===== src/rtl/muldiv_pkg.sv =====
// Shared types and constants for the iterative RV32M multiply/divide unit.
package muldiv_pkg;

   localparam int MULDIV_DWIDTH = 32;

   typedef enum logic [2:0] {
      MULDIV_OP_MUL    = 3'b000,
      MULDIV_OP_MULH   = 3'b001,
      MULDIV_OP_MULHSU = 3'b010,
      MULDIV_OP_MULHU  = 3'b011,
      MULDIV_OP_DIV    = 3'b100,
      MULDIV_OP_DIVU   = 3'b101,
      MULDIV_OP_REM    = 3'b110,
      MULDIV_OP_REMU   = 3'b111
   } muldiv_op_e;

   typedef enum logic [1:0] {
      IDLE = 2'd0,
      CALC = 2'd1,
      DONE = 2'd2
   } muldiv_state_e;

   localparam logic [MULDIV_DWIDTH-1:0] MULDIV_INT_MIN = {1'b1, {(MULDIV_DWIDTH-1){1'b0}}};
   localparam logic [MULDIV_DWIDTH-1:0] MULDIV_DIV0_Q  = '1;
   localparam logic [MULDIV_DWIDTH-1:0] MULDIV_OVF_Q   = MULDIV_INT_MIN;
   localparam logic [MULDIV_DWIDTH-1:0] MULDIV_OVF_R   = '0;

   function automatic logic is_div(input muldiv_op_e op);
      return op[2];
   endfunction

   function automatic logic is_rem(input muldiv_op_e op);
      return op[2] & op[1];
   endfunction

endpackage


===== src/rtl/muldiv_if.sv =====
// Request/response bundle between the execute stage and the multiply/divide unit.
interface muldiv_if
   import muldiv_pkg::*;
#(
   parameter int DWIDTH = MULDIV_DWIDTH
);
   logic              i_start;
   logic              i_kill;
   muldiv_op_e        i_funct3;
   logic [DWIDTH-1:0] i_op_a;
   logic [DWIDTH-1:0] i_op_b;
   logic              o_busy;
   logic              o_done;
   logic [DWIDTH-1:0] o_result;

   modport slave (
      input  i_start, i_kill, i_funct3, i_op_a, i_op_b,
      output o_busy, o_done, o_result
   );

   modport master (
      output i_start, i_kill, i_funct3, i_op_a, i_op_b,
      input  o_busy, o_done, o_result
   );
endinterface


===== src/rtl/muldiv_sign_adj.sv =====
// Two-lane conditional two's-complement: magnitude/sign extraction at capture,
// or forced negation of the final quotient/product and remainder at fix-up.
module muldiv_sign_adj #(
   parameter int WA = 32,
   parameter int WB = 32
) (
   input  logic [WA-1:0] i_a,
   input  logic [WB-1:0] i_b,
   input  logic          i_a_signed,
   input  logic          i_b_signed,
   input  logic          i_a_force,
   input  logic          i_b_force,
   output logic [WA-1:0] o_a,
   output logic [WB-1:0] o_b,
   output logic          o_a_neg,
   output logic          o_b_neg
);
   assign o_a_neg = i_a_force | (i_a_signed & i_a[WA-1]);
   assign o_b_neg = i_b_force | (i_b_signed & i_b[WB-1]);
   assign o_a     = o_a_neg ? (~i_a + WA'(1)) : i_a;
   assign o_b     = o_b_neg ? (~i_b + WB'(1)) : i_b;
endmodule


===== src/rtl/muldiv_unit.sv =====
// Iterative RV32M multiply/divide unit (shift-add multiply, restoring divide).
// Define MULDIV_FAST_MUL_EN for a single-cycle combinational multiply path.
module muldiv_unit
   import muldiv_pkg::*;
(
   input  logic     i_clk,
   input  logic     i_rst,
   muldiv_if.slave  io_bus
);
   localparam int W  = MULDIV_DWIDTH;
   localparam int CW = $clog2(W + 1);

   muldiv_state_e  r_state, w_state_next;
   muldiv_op_e     r_op;
   logic [CW-1:0]  r_count;
   logic [W-1:0]   r_opnd, r_result;
   logic [2*W-1:0] r_acc;
   logic           r_neg;

   muldiv_op_e     w_op_in, w_fix_op;
   logic           w_a_signed, w_b_signed, w_a_neg, w_b_neg, w_neg_in, w_fix_neg;
   logic [W-1:0]   w_a_mag, w_b_mag, w_special_res, w_fix_b, w_fix_result;
   logic           w_div_zero, w_div_ovf, w_special, w_fast_mul;
   logic           w_capture, w_step, w_load_res, w_load_special;
   logic [W:0]     w_mul_sum, w_rem_shift, w_diff;
   logic [2*W-1:0] w_mul_next, w_div_next, w_acc_next, w_fix_a, w_fix_a_out;
   logic           w_fix_a_neg, w_fix_b_neg, w_unused_fix;

   assign w_op_in    = io_bus.i_funct3;
   assign w_a_signed = w_op_in inside {MULDIV_OP_MULH, MULDIV_OP_MULHSU, MULDIV_OP_DIV, MULDIV_OP_REM};
   assign w_b_signed = w_op_in inside {MULDIV_OP_MULH, MULDIV_OP_DIV, MULDIV_OP_REM};

   muldiv_sign_adj #(.WA(W), .WB(W)) u_capture (
      .i_a(io_bus.i_op_a), .i_b(io_bus.i_op_b),
      .i_a_signed(w_a_signed), .i_b_signed(w_b_signed),
      .i_a_force(1'b0), .i_b_force(1'b0),
      .o_a(w_a_mag), .o_b(w_b_mag), .o_a_neg(w_a_neg), .o_b_neg(w_b_neg)
   );

   // Remainder takes the dividend's sign; everything else the product of signs.
   assign w_neg_in   = is_rem(w_op_in) ? w_a_neg : (w_a_neg ^ w_b_neg);

   assign w_div_zero = is_div(w_op_in) && (io_bus.i_op_b == '0);
   assign w_div_ovf  = (w_op_in inside {MULDIV_OP_DIV, MULDIV_OP_REM}) &&
                       (io_bus.i_op_a == MULDIV_INT_MIN) && (io_bus.i_op_b == '1);
   assign w_special  = w_div_zero | w_div_ovf;
   assign w_special_res = w_div_zero ? (is_rem(w_op_in) ? io_bus.i_op_a : MULDIV_DIV0_Q)
                                     : (is_rem(w_op_in) ? MULDIV_OVF_R  : MULDIV_OVF_Q);

`ifdef MULDIV_FAST_MUL_EN
   assign w_fast_mul = !is_div(w_op_in);
`else
   assign w_fast_mul = 1'b0;
`endif

   // Multiply: acc = {partial, multiplier}; divide: acc = {remainder, quotient}.
   assign w_mul_sum   = {1'b0, r_acc[2*W-1:W]} + (r_acc[0] ? {1'b0, r_opnd} : '0);
   assign w_mul_next  = {w_mul_sum, r_acc[W-1:1]};
   assign w_rem_shift = {r_acc[2*W-1:W], r_acc[W-1]};
   assign w_diff      = w_rem_shift - {1'b0, r_opnd};
   assign w_div_next  = w_diff[W] ? {w_rem_shift[W-1:0], r_acc[W-2:0], 1'b0}
                                  : {w_diff[W-1:0],      r_acc[W-2:0], 1'b1};
   assign w_acc_next  = is_div(r_op) ? w_div_next : w_mul_next;

   always_comb begin
      // NOTE: every always_comb output gets a default first so no latch is inferred.
      w_fix_a   = is_div(r_op) ? {{W{1'b0}}, w_acc_next[W-1:0]} : w_acc_next;
      w_fix_neg = r_neg;
      w_fix_op  = r_op;
`ifdef MULDIV_FAST_MUL_EN
      if (r_state == IDLE) begin
         w_fix_a   = {{W{1'b0}}, w_a_mag} * {{W{1'b0}}, w_b_mag};
         w_fix_neg = w_neg_in;
         w_fix_op  = w_op_in;
      end
`endif
   end

   muldiv_sign_adj #(.WA(2*W), .WB(W)) u_fixup (
      .i_a(w_fix_a), .i_b(w_acc_next[2*W-1:W]),
      .i_a_signed(1'b0), .i_b_signed(1'b0),
      .i_a_force(w_fix_neg), .i_b_force(w_fix_neg),
      .o_a(w_fix_a_out), .o_b(w_fix_b), .o_a_neg(w_fix_a_neg), .o_b_neg(w_fix_b_neg)
   );
   assign w_unused_fix = w_fix_a_neg ^ w_fix_b_neg;

   always_comb begin
      case (w_fix_op)
         MULDIV_OP_MULH, MULDIV_OP_MULHSU, MULDIV_OP_MULHU: w_fix_result = w_fix_a_out[2*W-1:W];
         MULDIV_OP_REM, MULDIV_OP_REMU:                     w_fix_result = w_fix_b;
         default:                                           w_fix_result = w_fix_a_out[W-1:0];
      endcase
   end

   always_ff @(posedge i_clk or posedge i_rst) begin
      if (i_rst) r_state <= IDLE;
      else       r_state <= w_state_next;
   end

   always_comb begin
      w_state_next   = r_state;
      w_capture      = 1'b0;
      w_step         = 1'b0;
      w_load_res     = 1'b0;
      w_load_special = 1'b0;
      case (r_state)
         IDLE: if (io_bus.i_start && !io_bus.i_kill) begin
            w_capture = 1'b1;
            if (w_special) begin
               w_state_next   = DONE;
               w_load_special = 1'b1;
            end else if (w_fast_mul) begin
               w_state_next = DONE;
               w_load_res   = 1'b1;
            end else begin
               w_state_next = CALC;
            end
         end
         CALC: if (io_bus.i_kill) begin
            w_state_next = IDLE;
         end else begin
            w_step = 1'b1;
            if (r_count == CW'(1)) begin
               w_state_next = DONE;
               w_load_res   = 1'b1;
            end
         end
         DONE:    w_state_next = IDLE;
         default: w_state_next = IDLE;
      endcase
   end

   // NOTE: datapath registers are reset too; their reset values are observable.
   always_ff @(posedge i_clk or posedge i_rst) begin
      if (i_rst) begin
         r_op     <= MULDIV_OP_MUL;
         r_count  <= '0;
         r_opnd   <= '0;
         r_acc    <= '0;
         r_neg    <= 1'b0;
         r_result <= '0;
      end else begin
         // NOTE: non-blocking assignments so every register samples pre-edge values.
         if (w_capture) begin
            r_op    <= w_op_in;
            r_neg   <= w_neg_in;
            r_count <= CW'(W);
            r_opnd  <= is_div(w_op_in) ? w_b_mag : w_a_mag;
            r_acc   <= {{W{1'b0}}, is_div(w_op_in) ? w_a_mag : w_b_mag};
         end else if (w_step) begin
            r_acc   <= w_acc_next;
            r_count <= r_count - CW'(1);
         end
         if (w_load_special)  r_result <= w_special_res;
         else if (w_load_res) r_result <= w_fix_result;
      end
   end

   assign io_bus.o_busy   = (r_state != IDLE);
   assign io_bus.o_done   = (r_state == DONE);
   assign io_bus.o_result = r_result;
endmodule


===== src/flat_wrapper.sv =====
// flat-port wrapper written by rule: the top's interface ports become plain ports
module muldiv_unit_flat import muldiv_pkg::*;
  (i_clk, i_rst, io_bus_i_start, io_bus_i_kill, io_bus_i_funct3, io_bus_i_op_a, io_bus_i_op_b, io_bus_o_busy, io_bus_o_done, io_bus_o_result);
  muldiv_if io_bus_i ();
  input  logic i_clk;
  input  logic i_rst;
  input wire logic [$bits(io_bus_i.i_start)-1:0] io_bus_i_start;
  input wire logic [$bits(io_bus_i.i_kill)-1:0] io_bus_i_kill;
  input wire logic [$bits(io_bus_i.i_funct3)-1:0] io_bus_i_funct3;
  input wire logic [$bits(io_bus_i.i_op_a)-1:0] io_bus_i_op_a;
  input wire logic [$bits(io_bus_i.i_op_b)-1:0] io_bus_i_op_b;
  output wire logic [$bits(io_bus_i.o_busy)-1:0] io_bus_o_busy;
  output wire logic [$bits(io_bus_i.o_done)-1:0] io_bus_o_done;
  output wire logic [$bits(io_bus_i.o_result)-1:0] io_bus_o_result;
  assign io_bus_i.i_start = io_bus_i_start;
  assign io_bus_i.i_kill = io_bus_i_kill;
  assign io_bus_i.i_funct3 = io_bus_i_funct3;
  assign io_bus_i.i_op_a = io_bus_i_op_a;
  assign io_bus_i.i_op_b = io_bus_i_op_b;
  assign io_bus_o_busy = io_bus_i.o_busy;
  assign io_bus_o_done = io_bus_i.o_done;
  assign io_bus_o_result = io_bus_i.o_result;
  muldiv_unit u_core (.i_clk(i_clk), .i_rst(i_rst), .io_bus(io_bus_i));
endmodule

===== config.mk =====
export PLATFORM = sky130hd
export DESIGN_NAME = muldiv_unit_flat
export DESIGN_NICKNAME = d
export VERILOG_FILES = /design/src/rtl/muldiv_pkg.sv /design/src/rtl/muldiv_if.sv /design/src/rtl/muldiv_sign_adj.sv /design/src/rtl/muldiv_unit.sv /design/src/flat_wrapper.sv
export SDC_FILE = /design/constraint.sdc
export NUM_CORES = 1
export LEC_CHECK = 0
export CAP_MARGIN = 20
export CORE_MARGIN = 8
export CORE_UTILIZATION = 60
export CTS_BUF_LIST = sky130_fd_sc_hd__clkbuf_16
export DETAILED_ROUTE_END_ITERATION = 10
export PLACE_DENSITY = 0.9
export SYNTH_ARGS = -nofsm -noshare
export SYNTH_HDL_FRONTEND = slang
export SYNTH_SLANG_ARGS = --single-unit

===== constraint.sdc =====
create_clock -name i_clk -period 16.57 [get_ports i_clk]
set_input_delay 1.657 -clock i_clk [delete_from_list [all_inputs] [get_ports i_clk]]
set_output_delay 1.657 -clock i_clk [all_outputs]
set_load 0.02 [all_outputs]

==> qor.yml <==
synth_seq_cells: 140
synth.avg_cell_area_sq_um: 7.20
pwr-share-clk_pct: 10.2
grt_max_degree: 85
cts_tree: "built"
gp_congestion: 1.04
routedWlPerCell_microns: 25.7
post-route-period-util_pct: 39.8
swShare_pct: 57.1
cp-end-kind: "flop"
fmax_ghz: 0.152
drtAntennaViolNets: 0
whs_endpoint: "u_core.io_bus.o_result[16]$_DFFE_PP0P_"
path_clk_slew_ns: 0.07
routed_wl_microns: 70400
crit_arrival_ns: 6.90
drive_above_1_share_pct: 5.26
io_pins: 105
netlist_area_sq_um: 16800
via_count: 19400
synth.area.top_cells: "dfrtp_1, o21ai_0, nand2_1, a21oi_1, ha_1"
crit_fanout: 7
reg2reg_from: "u_core.r_acc[31]$_DFFE_PP0P_"
post-route-min-period_ns: 6.60
static-leakage-power_nw: 7.31
critical_path.cell_chain: "inv_1 > ha_1 > fa_1 > nand2b_1 > a21oi_1 > o211ai_1 > a21o_1 > o211ai_4 > nor2_1 > a21oi_1 > ha_1 > o2111ai_1 > or3_1 > nor3_1 > nand4_1 > or4_1 > o21ai_1 > xor2_1 > o221ai_1 > a222oi_1 > o21ai_1"
port-buffer-count: 104
hold_viol_final: 0
start_kind: "flop"
reg2reg_depth: 21
grt_usage_pct: 40.7
drtIter0Drc: 2707
final_nets: 2489
core_sq_um: 27600
synth-edff-count: 0
hp-start: "u_core.io_bus.o_result[16]$_DFFE_PP0P_"
synth_top_area_share_pct: 20.9
yosysWarnings: 0
clock_latency_ns: 0.44
grt_overflow_total: 0
drc: 0
reg2reg_to: "u_core.io_bus.o_result[22]$_DFFE_PP0P_"
die_x_microns: 183
cts_hold_buf: 0
cts.repair.resized: 0
setup-tns-final_ns: 0
synth-async-reset-ratio_pct: 100
multiInputGateArea_sq_um: 12500
hpwlAfterDp_microns: 54500
synth_fp_nets: 2474
power.density_nw_per_um2: 218
p_seq_share_pct: 17.0
regArea_sq_um: 3510
die-area_sq_um: 33600
cts-root-buf: "clkbuf_16"
num_rows: 61
finalSetupViolCount: 0
netSwitchingPower_mw: 2.32
tightest_slew_ns: 1.07
reg2reg_slack_ns: 9.97
synth-seq-area-share_pct: 20.9
synth_ff_type: "dfrtp_1"
status: "finished clean"
cp.required_ns: 16.88
p_int_mw: 1.74
critical_path_class: "reg2reg"
area_growth_pct: 10.7
grt_first_pass_wirelength_microns: 106000
drt_first_pass_iters: 7
peakVddDrop_v: 0.000109
cpMaxStageDelayCell: "or4_1"
synth.distinct_cells: 95
fin_worst_skew_ns: 0.0124
die_h_microns: 183
maxCapViolCount: 0
cts_sinks: 140
hp-class: "reg2reg"
comb_power_share_pct: 72.8
via_per_inst: 7.10
clk_path_buf_depth: 2
slew_violations: 0
synth_cells: 2330
rsz0062_at_grt: "no"
fill_cells: 2401
start_util_pct: 60.7
slew_headroom_pct: 26.7
cts-buffers-inserted: 17
htree_levels: 4
timing.hold.ws_ns: 0.509
synth_area_leader_cell: "dfrtp_1"
post_cts_buffers: 0
grt_pass1_vias: 17900
antenna_found_initial: 2
whs_path_depth: 2
slowest_delay_ns: 0.69
Yosys cell counts, drive strengths merged, types with 29 or more instances:
cell / count
clkbuf: 103
ha: 71
buf: 31
nand3: 53
nor3: 72
and2: 55
nand4: 35
dfrtp: 140
mux2i: 52
a21oi: 180
nor2b: 29
nand2: 305
o211ai: 63
inv: 68
o31ai: 33
xor2: 65
nor2: 178
o21ai: 276
xnor2: 82
power groups by stage:
stage | logic, mW | clock network (mW) | registers (mW)
finish | 2.95 | 0.415 | 0.688
global route | 3.13 | 0.427 | 0.698
CTS | 2.84 | 0.411 | 0.672
detailed placement | 2.82 | 0 | 0.677
global placement | 2.76 | 0 | 0.670
floorplan | 1.97 | 0 | 0.633
critical path: cells and delay by family (launching register included):
family,cells,cell delay [ns]
AO/OA/AOI/OAI,10,2.56
buffers and inverters,1,0.07
XOR/XNOR,1,0.21
AND/OR/NAND/NOR,6,2.25
adder cells (fa/ha/maj),3,0.90
flip-flops,1,0.46
cell families after synthesis:
group | after synthesis | share of synthesized area [%]
simple gates | 896 | 26.5
compound gates | 805 | 30.5
buf+inv | 203 | 4.84
xor+xnor | 147 | 7.67
flops | 140 | 20.9
fa+ha+maj | 73 | 5.53
mux | 66 | 4.09
how the worst max path moves through the flow:
stage,startpoint,slack [ns],to
after floorplan,i_rst,11.16,u_core.io_bus.o_result[0]$_DFFE_PP0P_
after global placement,u_core.r_acc[31]$_DFFE_PP0P_,10.42,u_core.io_bus.o_result[26]$_DFFE_PP0P_
after detailed placement,u_core.r_acc[31]$_DFFE_PP0P_,10.27,u_core.io_bus.o_result[22]$_DFFE_PP0P_
after CTS,u_core.r_acc[31]$_DFFE_PP0P_,10.19,u_core.io_bus.o_result[22]$_DFFE_PP0P_
after global routing,u_core.r_acc[31]$_DFFE_PP0P_,9.77,u_core.io_bus.o_result[26]$_DFFE_PP0P_
final,u_core.r_acc[31]$_DFFE_PP0P_,9.97,u_core.io_bus.o_result[22]$_DFFE_PP0P_
flip-flops by register name (all words and copies together) (netlist names):
signal / cells
u_core.r_acc: 64
u_core.r_neg: 1
u_core.io_bus.o_result: 32
u_core.r_state: 2
u_core.r_count: 6
u_core.r_opnd: 32
u_core.r_op: 3
area by class of cell:
class	count	area share [%]
flip-flops and latches	140	18.9
repair buffers	130	6.63
inverters	69	1.42
diodes	1	0.0135
clock inverters	15	0.997
clock buffers	17	2.29
well taps	378	2.55
multi-input cells	1987	67.2
cell usage in the layout (no fill, tap or decap), drive strengths merged, types with 14 or more instances in the layout:
| cell type | count |
|---|---|
| a22o | 16 |
| a31oi | 27 |
| inv | 74 |
| nor3b | 16 |
| nand4 | 35 |
| ha | 71 |
| and2 | 55 |
| o221ai | 24 |
| nor3 | 72 |
| a21o | 17 |
| o31ai | 33 |
| xnor2 | 82 |
| mux2i | 52 |
| o211ai | 63 |
| a21oi | 180 |
| nor4 | 27 |
| nor2 | 178 |
| buf | 27 |
| clkdlybuf4s50 | 103 |
| nor2b | 29 |
| mux2 | 14 |
| or3 | 22 |
| nand3 | 53 |
| o21ai | 276 |
| o21a | 23 |
| nand2 | 305 |
| or2 | 15 |
| nand2b | 24 |
| a211oi | 21 |
| and3 | 21 |
| xor2 | 65 |
| dfrtp | 140 |
| clkbuf | 17 |
| o22ai | 16 |
metal layers:
metal	vias to the layer above	track usage (%)	wire length (microns)
met4	2	28.4	5500
li1	8640	-	-
met2	1380	62.9	31000
met1	9106	50.3	26500
met5	-	0	11
met3	314	8.77	7420
stage by stage:
stage | utilization, % | std cells | area, sq um | setup slack (ns) | total power, mW
2_1_floorplan | - | 2330 | 16800 | 11.16 | 2.60
3_3_place_gp | 65.0 | 2703 | 18000 | 10.42 | 3.43
3_5_place_dp | 65.0 | 2703 | 18000 | 10.27 | 3.49
4_1_cts | 67.2 | 2735 | 18600 | 10.19 | 3.92
5_1_grt | 67.2 | 2736 | 18600 | 9.77 | 4.25
6_report | 67.2 | 2737 | 18600 | 9.97 | 4.06
No activity file was read; power rests on OpenSTA's default activity.
